--- src/rtl/branch_predict_unit.sv ---
// Branch predictor: one-cycle BTB lookup with 2-bit saturating counters, plus
// registered branch resolution that raises a flush and trains the BTB.
module branch_predict_unit #(
    parameter int PC_W    = 19,
    parameter int OFF_W   = 15,
    parameter int ENTRIES = 16
) (
    input  logic             clk,
    input  logic             rst_n,
    input  logic             fetch_valid,
    input  logic [PC_W-1:0]  fetch_pc,
    output logic             pred_valid,
    output logic             pred_taken,
    output logic [PC_W-1:0]  pred_target,
    input  logic             resolve_valid,
    input  logic [4:0]       opcode,
    input  logic             zero_flag,
    input  logic             overflow_a,
    input  logic             overflow_s,
    input  logic [PC_W-1:0]  resolve_pc,
    input  logic [OFF_W-1:0] offset,
    input  logic             resolve_pred_taken,
    input  logic [PC_W-1:0]  resolve_pred_target,
    output logic             branch_taken,
    output logic [PC_W-1:0]  target_address,
    output logic             mispredict,
    output logic [PC_W-1:0]  flush_pc
);
    localparam int IDX_W = $clog2(ENTRIES);
    localparam int TAG_W = PC_W - IDX_W;

    localparam logic [4:0] OP_JMP = 5'b01010;
    localparam logic [4:0] OP_BEQ = 5'b01011;
    localparam logic [4:0] OP_BOV = 5'b01100;

    logic [ENTRIES-1:0] valid_q;
    logic [TAG_W-1:0]   tag_q [ENTRIES];
    logic [1:0]         ctr_q [ENTRIES];
    logic [PC_W-1:0]    tgt_q [ENTRIES];

    logic            pred_valid_q, pred_taken_q;
    logic [PC_W-1:0] pred_target_q;
    logic            branch_taken_q, mispredict_q;
    logic [PC_W-1:0] target_address_q, flush_pc_q;

    logic [IDX_W-1:0] f_idx;
    logic [TAG_W-1:0] f_tag;
    logic             f_hit;
    logic             pred_taken_d;
    logic [PC_W-1:0]  pred_target_d;

    logic [IDX_W-1:0] r_idx;
    logic [TAG_W-1:0] r_tag;
    logic             r_hit;
    logic             is_branch;
    logic             act_taken;
    logic [PC_W-1:0]  off_ext;
    logic [PC_W-1:0]  br_target;
    logic [PC_W-1:0]  fall_through;
    logic             upd_en;
    logic [1:0]       ctr_d;
    logic [PC_W-1:0]  tgt_d;

    logic            branch_taken_d, mispredict_d;
    logic [PC_W-1:0] target_address_d, flush_pc_d;

    // Lookup reads the pre-update BTB contents, giving read-before-write
    // when a fetch and a resolve hit the same index in one cycle.
    assign f_idx         = fetch_pc[IDX_W-1:0];
    assign f_tag         = fetch_pc[PC_W-1:IDX_W];
    assign f_hit         = valid_q[f_idx] && (tag_q[f_idx] == f_tag);
    assign pred_taken_d  = fetch_valid && f_hit && ctr_q[f_idx][1];
    assign pred_target_d = pred_taken_d ? tgt_q[f_idx] : fetch_pc + PC_W'(1);

    assign r_idx        = resolve_pc[IDX_W-1:0];
    assign r_tag        = resolve_pc[PC_W-1:IDX_W];
    assign r_hit        = valid_q[r_idx] && (tag_q[r_idx] == r_tag);
    assign off_ext      = PC_W'($signed(offset));
    assign br_target    = resolve_pc + off_ext;
    assign fall_through = resolve_pc + PC_W'(1);

    always_comb begin
        is_branch = 1'b1;
        act_taken = 1'b0;
        case (opcode)
            OP_JMP:  act_taken = 1'b1;
            OP_BEQ:  act_taken = zero_flag;
            OP_BOV:  act_taken = overflow_a | overflow_s;
            default: is_branch = 1'b0;
        endcase
    end

    // A miss that is not taken leaves the BTB untouched.
    assign upd_en = resolve_valid && is_branch && (r_hit || act_taken);

    always_comb begin
        ctr_d = ctr_q[r_idx];
        tgt_d = tgt_q[r_idx];
        if (!r_hit) begin
            ctr_d = 2'd2;
            tgt_d = br_target;
        end else if (act_taken) begin
            if (ctr_q[r_idx] != 2'd3) begin
                ctr_d = ctr_q[r_idx] + 2'd1;
            end
            tgt_d = br_target;
        end else if (ctr_q[r_idx] != 2'd0) begin
            ctr_d = ctr_q[r_idx] - 2'd1;
        end
    end

    always_comb begin
        branch_taken_d   = resolve_valid && is_branch && act_taken;
        mispredict_d     = 1'b0;
        target_address_d = target_address_q;
        flush_pc_d       = flush_pc_q;
        if (resolve_valid) begin
            target_address_d = br_target;
            flush_pc_d       = act_taken ? br_target : fall_through;
            if (is_branch) begin
                mispredict_d = (act_taken != resolve_pred_taken) ||
                               (act_taken && resolve_pred_taken &&
                                (br_target != resolve_pred_target));
            end else begin
                mispredict_d = resolve_pred_taken;
            end
        end
    end

    always_ff @(posedge clk or negedge rst_n) begin
        if (!rst_n) begin
            for (int i = 0; i < ENTRIES; i++) begin
                valid_q[i] <= 1'b0;
                tag_q[i]   <= '0;
                ctr_q[i]   <= 2'd1;
                tgt_q[i]   <= '0;
            end
        end else if (upd_en) begin
            valid_q[r_idx] <= 1'b1;
            tag_q[r_idx]   <= r_tag;
            ctr_q[r_idx]   <= ctr_d;
            tgt_q[r_idx]   <= tgt_d;
        end
    end

    always_ff @(posedge clk or negedge rst_n) begin
        if (!rst_n) begin
            pred_valid_q     <= 1'b0;
            pred_taken_q     <= 1'b0;
            pred_target_q    <= '0;
            branch_taken_q   <= 1'b0;
            mispredict_q     <= 1'b0;
            target_address_q <= '0;
            flush_pc_q       <= '0;
        end else begin
            pred_valid_q     <= fetch_valid;
            pred_taken_q     <= pred_taken_d;
            pred_target_q    <= pred_target_d;
            branch_taken_q   <= branch_taken_d;
            mispredict_q     <= mispredict_d;
            target_address_q <= target_address_d;
            flush_pc_q       <= flush_pc_d;
        end
    end

    assign pred_valid     = pred_valid_q;
    assign pred_taken     = pred_taken_q;
    assign pred_target    = pred_target_q;
    assign branch_taken   = branch_taken_q;
    assign mispredict     = mispredict_q;
    assign target_address = target_address_q;
    assign flush_pc       = flush_pc_q;

endmodule

--- config.mk ---
export PLATFORM = sky130hd
export DESIGN_NAME = branch_predict_unit
export DESIGN_NICKNAME = d
export VERILOG_FILES = /design/src/rtl/branch_predict_unit.sv
export SDC_FILE = /design/constraint.sdc
export NUM_CORES = 2
export LEC_CHECK = 0
export ABC_CLOCK_PERIOD_IN_PS = 5200
export CAP_MARGIN = 20
export CORE_MARGIN = 2
export CORE_UTILIZATION = 35
export CTS_BUF_LIST = sky130_fd_sc_hd__clkbuf_4
export CTS_CLUSTER_SIZE = 8
export DETAILED_ROUTE_END_ITERATION = 12
export PLACE_DENSITY_LB_ADDON = 0.1
export SLEW_MARGIN = 20
export SYNTH_ARGS = -nofsm -noshare
export SYNTH_HDL_FRONTEND = slang
export SYNTH_SLANG_ARGS = --single-unit
--- constraint.sdc ---
create_clock -name clk -period 5.2 [get_ports clk]
set_clock_uncertainty 0.15 [all_clocks]
set_input_delay 0.52 -clock clk [delete_from_list [all_inputs] [get_ports clk]]
set_output_delay 0.52 -clock clk [all_outputs]
set_load 0.02 [all_outputs]
## Word level (Yosys, flattened, before mapping)

Cells that the tools add are included.

| storage, ports and cells | value |
|---|---|
| register bits | 653 |
| input port bits | 85 |
| word-level logic and storage cells | 139 |

| operators by class | value |
|---|---|
| eq/ne operators | 8 |
| reductions and logical operators | 15 |
| mux-type cells | 45 |
| add/sub/neg operators | 5 |
| bitwise operators | 4 |
| magnitude comparators | 6 |

Operators with widths:

| kind | number |
|---|---|
| 304-bit bitwise mux | 1 |
| 240-bit bitwise mux | 1 |
| 19-bit two-way mux | 9 |
| 19-bit binary-select mux with 4-bit select | 2 |
| 15-bit binary-select mux with 4-bit select | 2 |
| 19-bit demux with 4-bit select | 1 |
| 15-bit two-way mux | 5 |
| 15-bit demux with 4-bit select | 1 |
| 19-bit by 1-bit adder with 19-bit output, second input constant | 2 |
| 32-bit bitwise mux | 1 |
| 15-bit equality test | 2 |
| 19-bit adder | 1 |
| 19-bit != test | 1 |
| 2-bit two-way mux | 9 |
| 2-bit binary-select mux with 4-bit select | 2 |
| 16-bit OR | 1 |
| 5-bit by 4-bit equality test with 1-bit output, second input constant | 3 |
| 1-bit logical AND | 11 |
| 5-bit greater-or-equal comparator, second input constant | 2 |
| 4-bit by 5-bit < comparator with 1-bit output, second input constant | 2 |
| 4-bit NOT with 5-bit output | 2 |
| 1-bit binary-select mux with 4-bit select | 2 |
| 2-bit demux with 4-bit select | 1 |
| 1-bit two-way mux | 6 |
| 12 further kinds | 13 |

## Depth between registers and ports, before layout

| depth | value |
|---|---|
| depth after elaboration | 9 |
| depth in mapped cells | 18 |

## Worst setup path after synthesis

Ideal clock, no wire load.

| timing | value |
|---|---|
| kind | input -> register |
| start | in resolve_pc[1] |
| end | reg tgt_q[18] (netlist bit) |
| arrival time | 4.289 ns |
| required time | 4.925 ns |
| slack | 0.637 ns |
| library setup time | 0.125 ns |
| stages on the path | 17 |
| path buffers | 6 |
| cell sequence | buf_4 buf_2 buf_2 buf_1 buf_2 inv_1 fa_1 nor2b_1 o31a_1 o311ai_0 a21boi_0 nor2_1 o211ai_1 xor2_1 mux2i_1 clkbuf_1 mux2_2 |

| on the way | value |
|---|---|
| longest elaborated chain between the ends | 8 |
| elaborated cells on any way between the ends | 22 |
| those cells by class | 1 x add/sub; 2 x order compare; 1 x eq/ne; 13 x mux; 1 x bitwise; 4 x reduce/logical |

RTL lines:

| item | RTL line | text |
|---|---|---|
| start, declared | 20 | `input logic [PC_W-1:0] resolve_pc,` |
| 4-bit NOT with 5-bit output (implied by the code) | 77, 98, 142 |  |
| 15-bit binary-select mux with 4-bit select | 77 | `assign r_hit = valid_q[r_idx] && (tag_q[r_idx] == r_tag);` |
| 15-bit two-way mux (implied by the code) (2 in series) | 77 |  |
| 15-bit equality test | 77 |  |
| 1-bit logical AND | 77 |  |
| 19-bit two-way mux / 1-bit logical OR (equally long branches) | 99, 94 |  |
| 304-bit bitwise mux / 1-bit logical AND (equally long branches) | 142, 94 |  |
| end signal, assigned by index | 142 | `tgt_q[r_idx] <= tgt_d;` |
| end, declared | 39 | `logic [PC_W-1:0] tgt_q [ENTRIES];` |

Several ways; a longest one is shown, not always the timed one. The select of a mux whose other input is x is not followed.
A chain may end at the register's enable or synchronous reset.

## Worst setup path after layout

| timing | value |
|---|---|
| start | in offset[0] |
| end | reg mispredict_q, in the netlist mispredict |

| on the way | value |
|---|---|
| longest elaborated chain between the ends | 6 |

RTL lines:

| item | RTL line | text |
|---|---|---|
| start, declared | 21 | `input logic [OFF_W-1:0] offset,` |
| 19-bit adder | 79 | `assign br_target = resolve_pc + off_ext;` |
| 19-bit != test | 123 | `(br_target != resolve_pred_target));` |
| 1-bit logical AND | 122 | `(act_taken && resolve_pred_taken &&` |
| 1-bit logical OR | 121 | `mispredict_d = (act_taken != resolve_pred_taken) \|\|` |
| 1-bit two-way mux | 120 | `if (is_branch) begin` |
| 1-bit two-way mux | 117 | `if (resolve_valid) begin` |
| via mispredict_d | 64 | `logic branch_taken_d, mispredict_d;` |
| end signal, assigned | 160 | `mispredict_q <= mispredict_d;` |
| end, declared | 43 | `logic branch_taken_q, mispredict_q;` |

The timed path passes the listed nets, and every way through them passes these cells.

==> results.sh <==
export IMPL_status="complete, no violations"
export IMPL_synthCells=2606
export IMPL_clockBufferDepth=3
export IMPL_endpoint_kind="flop"
export IMPL_powerDensity_mw_per_mm2=276
export IMPL_grt_max_degree=166
export IMPL_synth_common_cells="637 x dfrtp_1, 399 x mux2_2, 314 x mux4_2, 135 x mux2_1, 132 x nand2_1"
export IMPL_p_total_uw=11700
export IMPL_synth_top_area_share=0.439
export IMPL_placed_cells=4034
export IMPL_synth_async_reset_ratio=1.00
export IMPL_ys_types=71
export IMPL_rsz0062_at_grt="no"
export IMPL_syn2layout_area_growth_pct=16.6
export IMPL_setup_viol=0
export IMPL_antenna_found_initial=5
export IMPL_finalNonFillerCells=4379
export IMPL_globalplace_congestion=0.863
export IMPL_netlist_area_mm2=0.0363
export IMPL_portBuffers=145
export IMPL_hold_violations=0
export IMPL_ios=146
export IMPL_synth_edf_count=0
export IMPL_worstPathRequired_ps=6020
export IMPL_synth_area_leaders="dfrtp_1 44%, mux4_2 19%, mux2_2 12%, mux2_1 4.2%, mux2i_1 2.1%"
export IMPL_clkLatencyLatePin_ps=1100
export IMPL_die_area_mm2=0.106
export IMPL_cts_buffers=186
export IMPL_num_rows=118
export IMPL_fin_setup_tns_ps=0
export IMPL_grt_usage=0.237
export IMPL_slowest_stage="dlygate4sd3_1"
export IMPL_critical_path_max_fanout=5
export IMPL_drc=0
export IMPL_cts_sinks=653
export IMPL_finalCritPeriodShare=0.747
export IMPL_die_w_um=326
export IMPL_holdWs_ps=96.5
export IMPL_setup_ws_ps=1320
export IMPL_firstDrtPassIters=5
export IMPL_crit_chain="clkdlybuf4s50_1 > ha_1 > inv_1 > fa_1 > nor2b_1 > o31a_1 > o311ai_0 > a21boi_0 > a31oi_1 > xnor3_1 > or4_1 > nor4b_1 > a41oi_1 > dlygate4sd3_1"
export IMPL_ys_seq_area_frac=0.450
export IMPL_start_util=0.352
export IMPL_routed_wl_um=125000
export IMPL_min_path_type="in -> reg"
export IMPL_wl_per_cell_um=28.5
export IMPL_ys_ff_latch=653
export IMPL_multi_input_area_mm2=0.0187
export IMPL_cts_tree="yes"
export IMPL_yosys_most_used_dff="dfrtp_1"
export IMPL_peakVddDrop_mv=0.183
export IMPL_crit_type="in -> reg"
export IMPL_slew_violations=0
export IMPL_initialDrtViolationCount=1791
export IMPL_synth_top_cell_by_area="dfrtp_1"
export IMPL_cpPeakStageDelay_ps=620
export IMPL_max_freq_ghz=0.258
export IMPL_seqCellArea_mm2=0.0164
export IMPL_h_tree_depth=4
export IMPL_fillers=9720
export IMPL_antenna_left=0
export IMPL_place_hpwl_um=81700
export IMPL_viasPerCell=5.64
export IMPL_maxCapViolCount=0
export IMPL_slew_headroom=0.242
export IMPL_grt_pass1_wl_um=184000
export IMPL_synth_nets=2716
export IMPL_ys_warnings_count=0
export IMPL_cp_start_kind="input port"
export IMPL_yosysMostFrequentCell="dfrtp_1"
export IMPL_grt_ovfl_total=0
export IMPL_vias=24700
export IMPL_ctsRootBufferMaster="clkbuf_4"
export IMPL_leakagePower_uw=0.0191
export IMPL_syn_area_per_cell_um2=13.9
export IMPL_die_y_um=326
export IMPL_post_route_min_period_ps=3880
export IMPL_rrSetupSlack_ps=1450
export IMPL_cp_arrival_ps=4710
export IMPL_drive_above_1_share=0.405
export IMPL_core_mm2=0.103
export IMPL_fin_nets=2962
export IMPL_grt_pass1_vias=26200
export IMPL_tightest_slew_ps=1140
export IMPL_pre_cts_ws_ps=505
export IMPL_path_clk_slew_ps=70
## report_power, final
part           total [µW]  internal, µW  leakage [µW]  switching, µW
registers            5250          5190       0.00887           64.3
clock network        4780          2460       0.00138           2320
logic                1670           630       0.00887           1040
## state kept, by name, summed over array words and instances (netlist names)
| name | flops |
|---|---|
| flush_pc | 19 |
| valid_q | 16 |
| ctr_q | 32 |
| mispredict | 1 |
| tgt_q | 304 |
| pred_target | 19 |
| branch_taken | 1 |
| target_address | 19 |
| pred_valid | 1 |
| pred_taken | 1 |
| tag_q | 240 |
## area by class of cell
type                            instances  area share
Clock buffer                          275      0.0487
Inverter                               50     0.00443
Clock inverter                         53     0.00626
Tap cell                             1380      0.0407
Multi-Input combinational cell       1664       0.441
Timing Repair Buffer                  297      0.0723
Sequential cell                       653       0.386
Antenna cell                            7    0.000413
## final timing paths
path | startpoint | cells past startpoint | to
max | offset[0] | 14 | mispredict$_DFF_PN0_
min | resolve_pc[0] | 3 | target_address[0]$_DFFE_PN0P_
max reg2reg | tag_q[30]$_DFFE_PN0P_ | 11 | tgt_q[17]$_DFFE_PN0P_
min reg2reg | ctr_q[0]$_DFFE_PN1P_ | 2 | ctr_q[0]$_DFFE_PN1P_
max in group asynchronous | rst_n | 4 | tag_q[134]$_DFFE_PN0P_
min in group asynchronous | rst_n | 4 | flush_pc[14]$_DFFE_PN0P_
## metrics by stage
stage	util	cell area (µm²)
2_1_floorplan	-	36300
3_3_place_gp	0.387	39900
3_5_place_dp	0.387	39900
4_1_cts	0.410	42400
5_1_grt	0.411	42400
6_report	0.411	42400
## worst max-delay path, delay by kind of cell
kind,cells,cell delay [ps]
AOI/OAI and AO/OA,5,1230
buffers and inverters,3,1160
and+or+nand+nor,3,1010
adders and majority gates,2,590
xor gates and xnor gates,1,200
## cells in the final DEF, fill, tap and decap left out, types with 11 or more instances in the layout
cell	synthesis	final
buf_12	0	34
ha_1	24	24
nand2_1	132	132
buf_4	29	111
nand3_1	32	32
o21ai_0	117	117
xnor2_1	62	62
mux2_2	399	399
mux4_2	314	314
clkdlybuf4s50_1	0	135
a21oi_1	33	33
nor2_1	61	60
a21o_1	13	13
clkinv_1	0	38
nor2b_1	16	16
mux2_1	135	135
mux2i_1	76	75
or2_2	11	11
dfstp_2	16	16
nand4_1	13	13
nor3_1	12	12
and3_1	14	12
nand2b_1	16	15
a31oi_1	14	14
clkbuf_4	0	275
a22oi_1	17	17
o211ai_1	17	17
inv_1	48	48
xor2_1	28	28
dfrtp_1	637	637
## what timing repair did
action	CTS	global route
setup buffers	0	0
hold buffers	10	0
endpoints found under the hold margin	637	0
gates resized for setup	0	0
## logic make-up after synthesis
group / after synthesis / share of synthesized area
AOI/OAI and AO/OA: 285 / 0.0527
xor gates and xnor gates: 94 / 0.0242
and+or+nand+nor: 336 / 0.0444
adders and majority gates: 25 / 0.00881
muxes: 924 / 0.381
DFF: 653 / 0.450
buffers and inverters: 289 / 0.0386
## metal layers
layer  share of wire  GRT usage
met1            0.45      0.327
met2            0.48      0.379
met3           0.050     0.0420
met4           0.027     0.0789
met5               0          0
(Power assumes the default switching activity.)
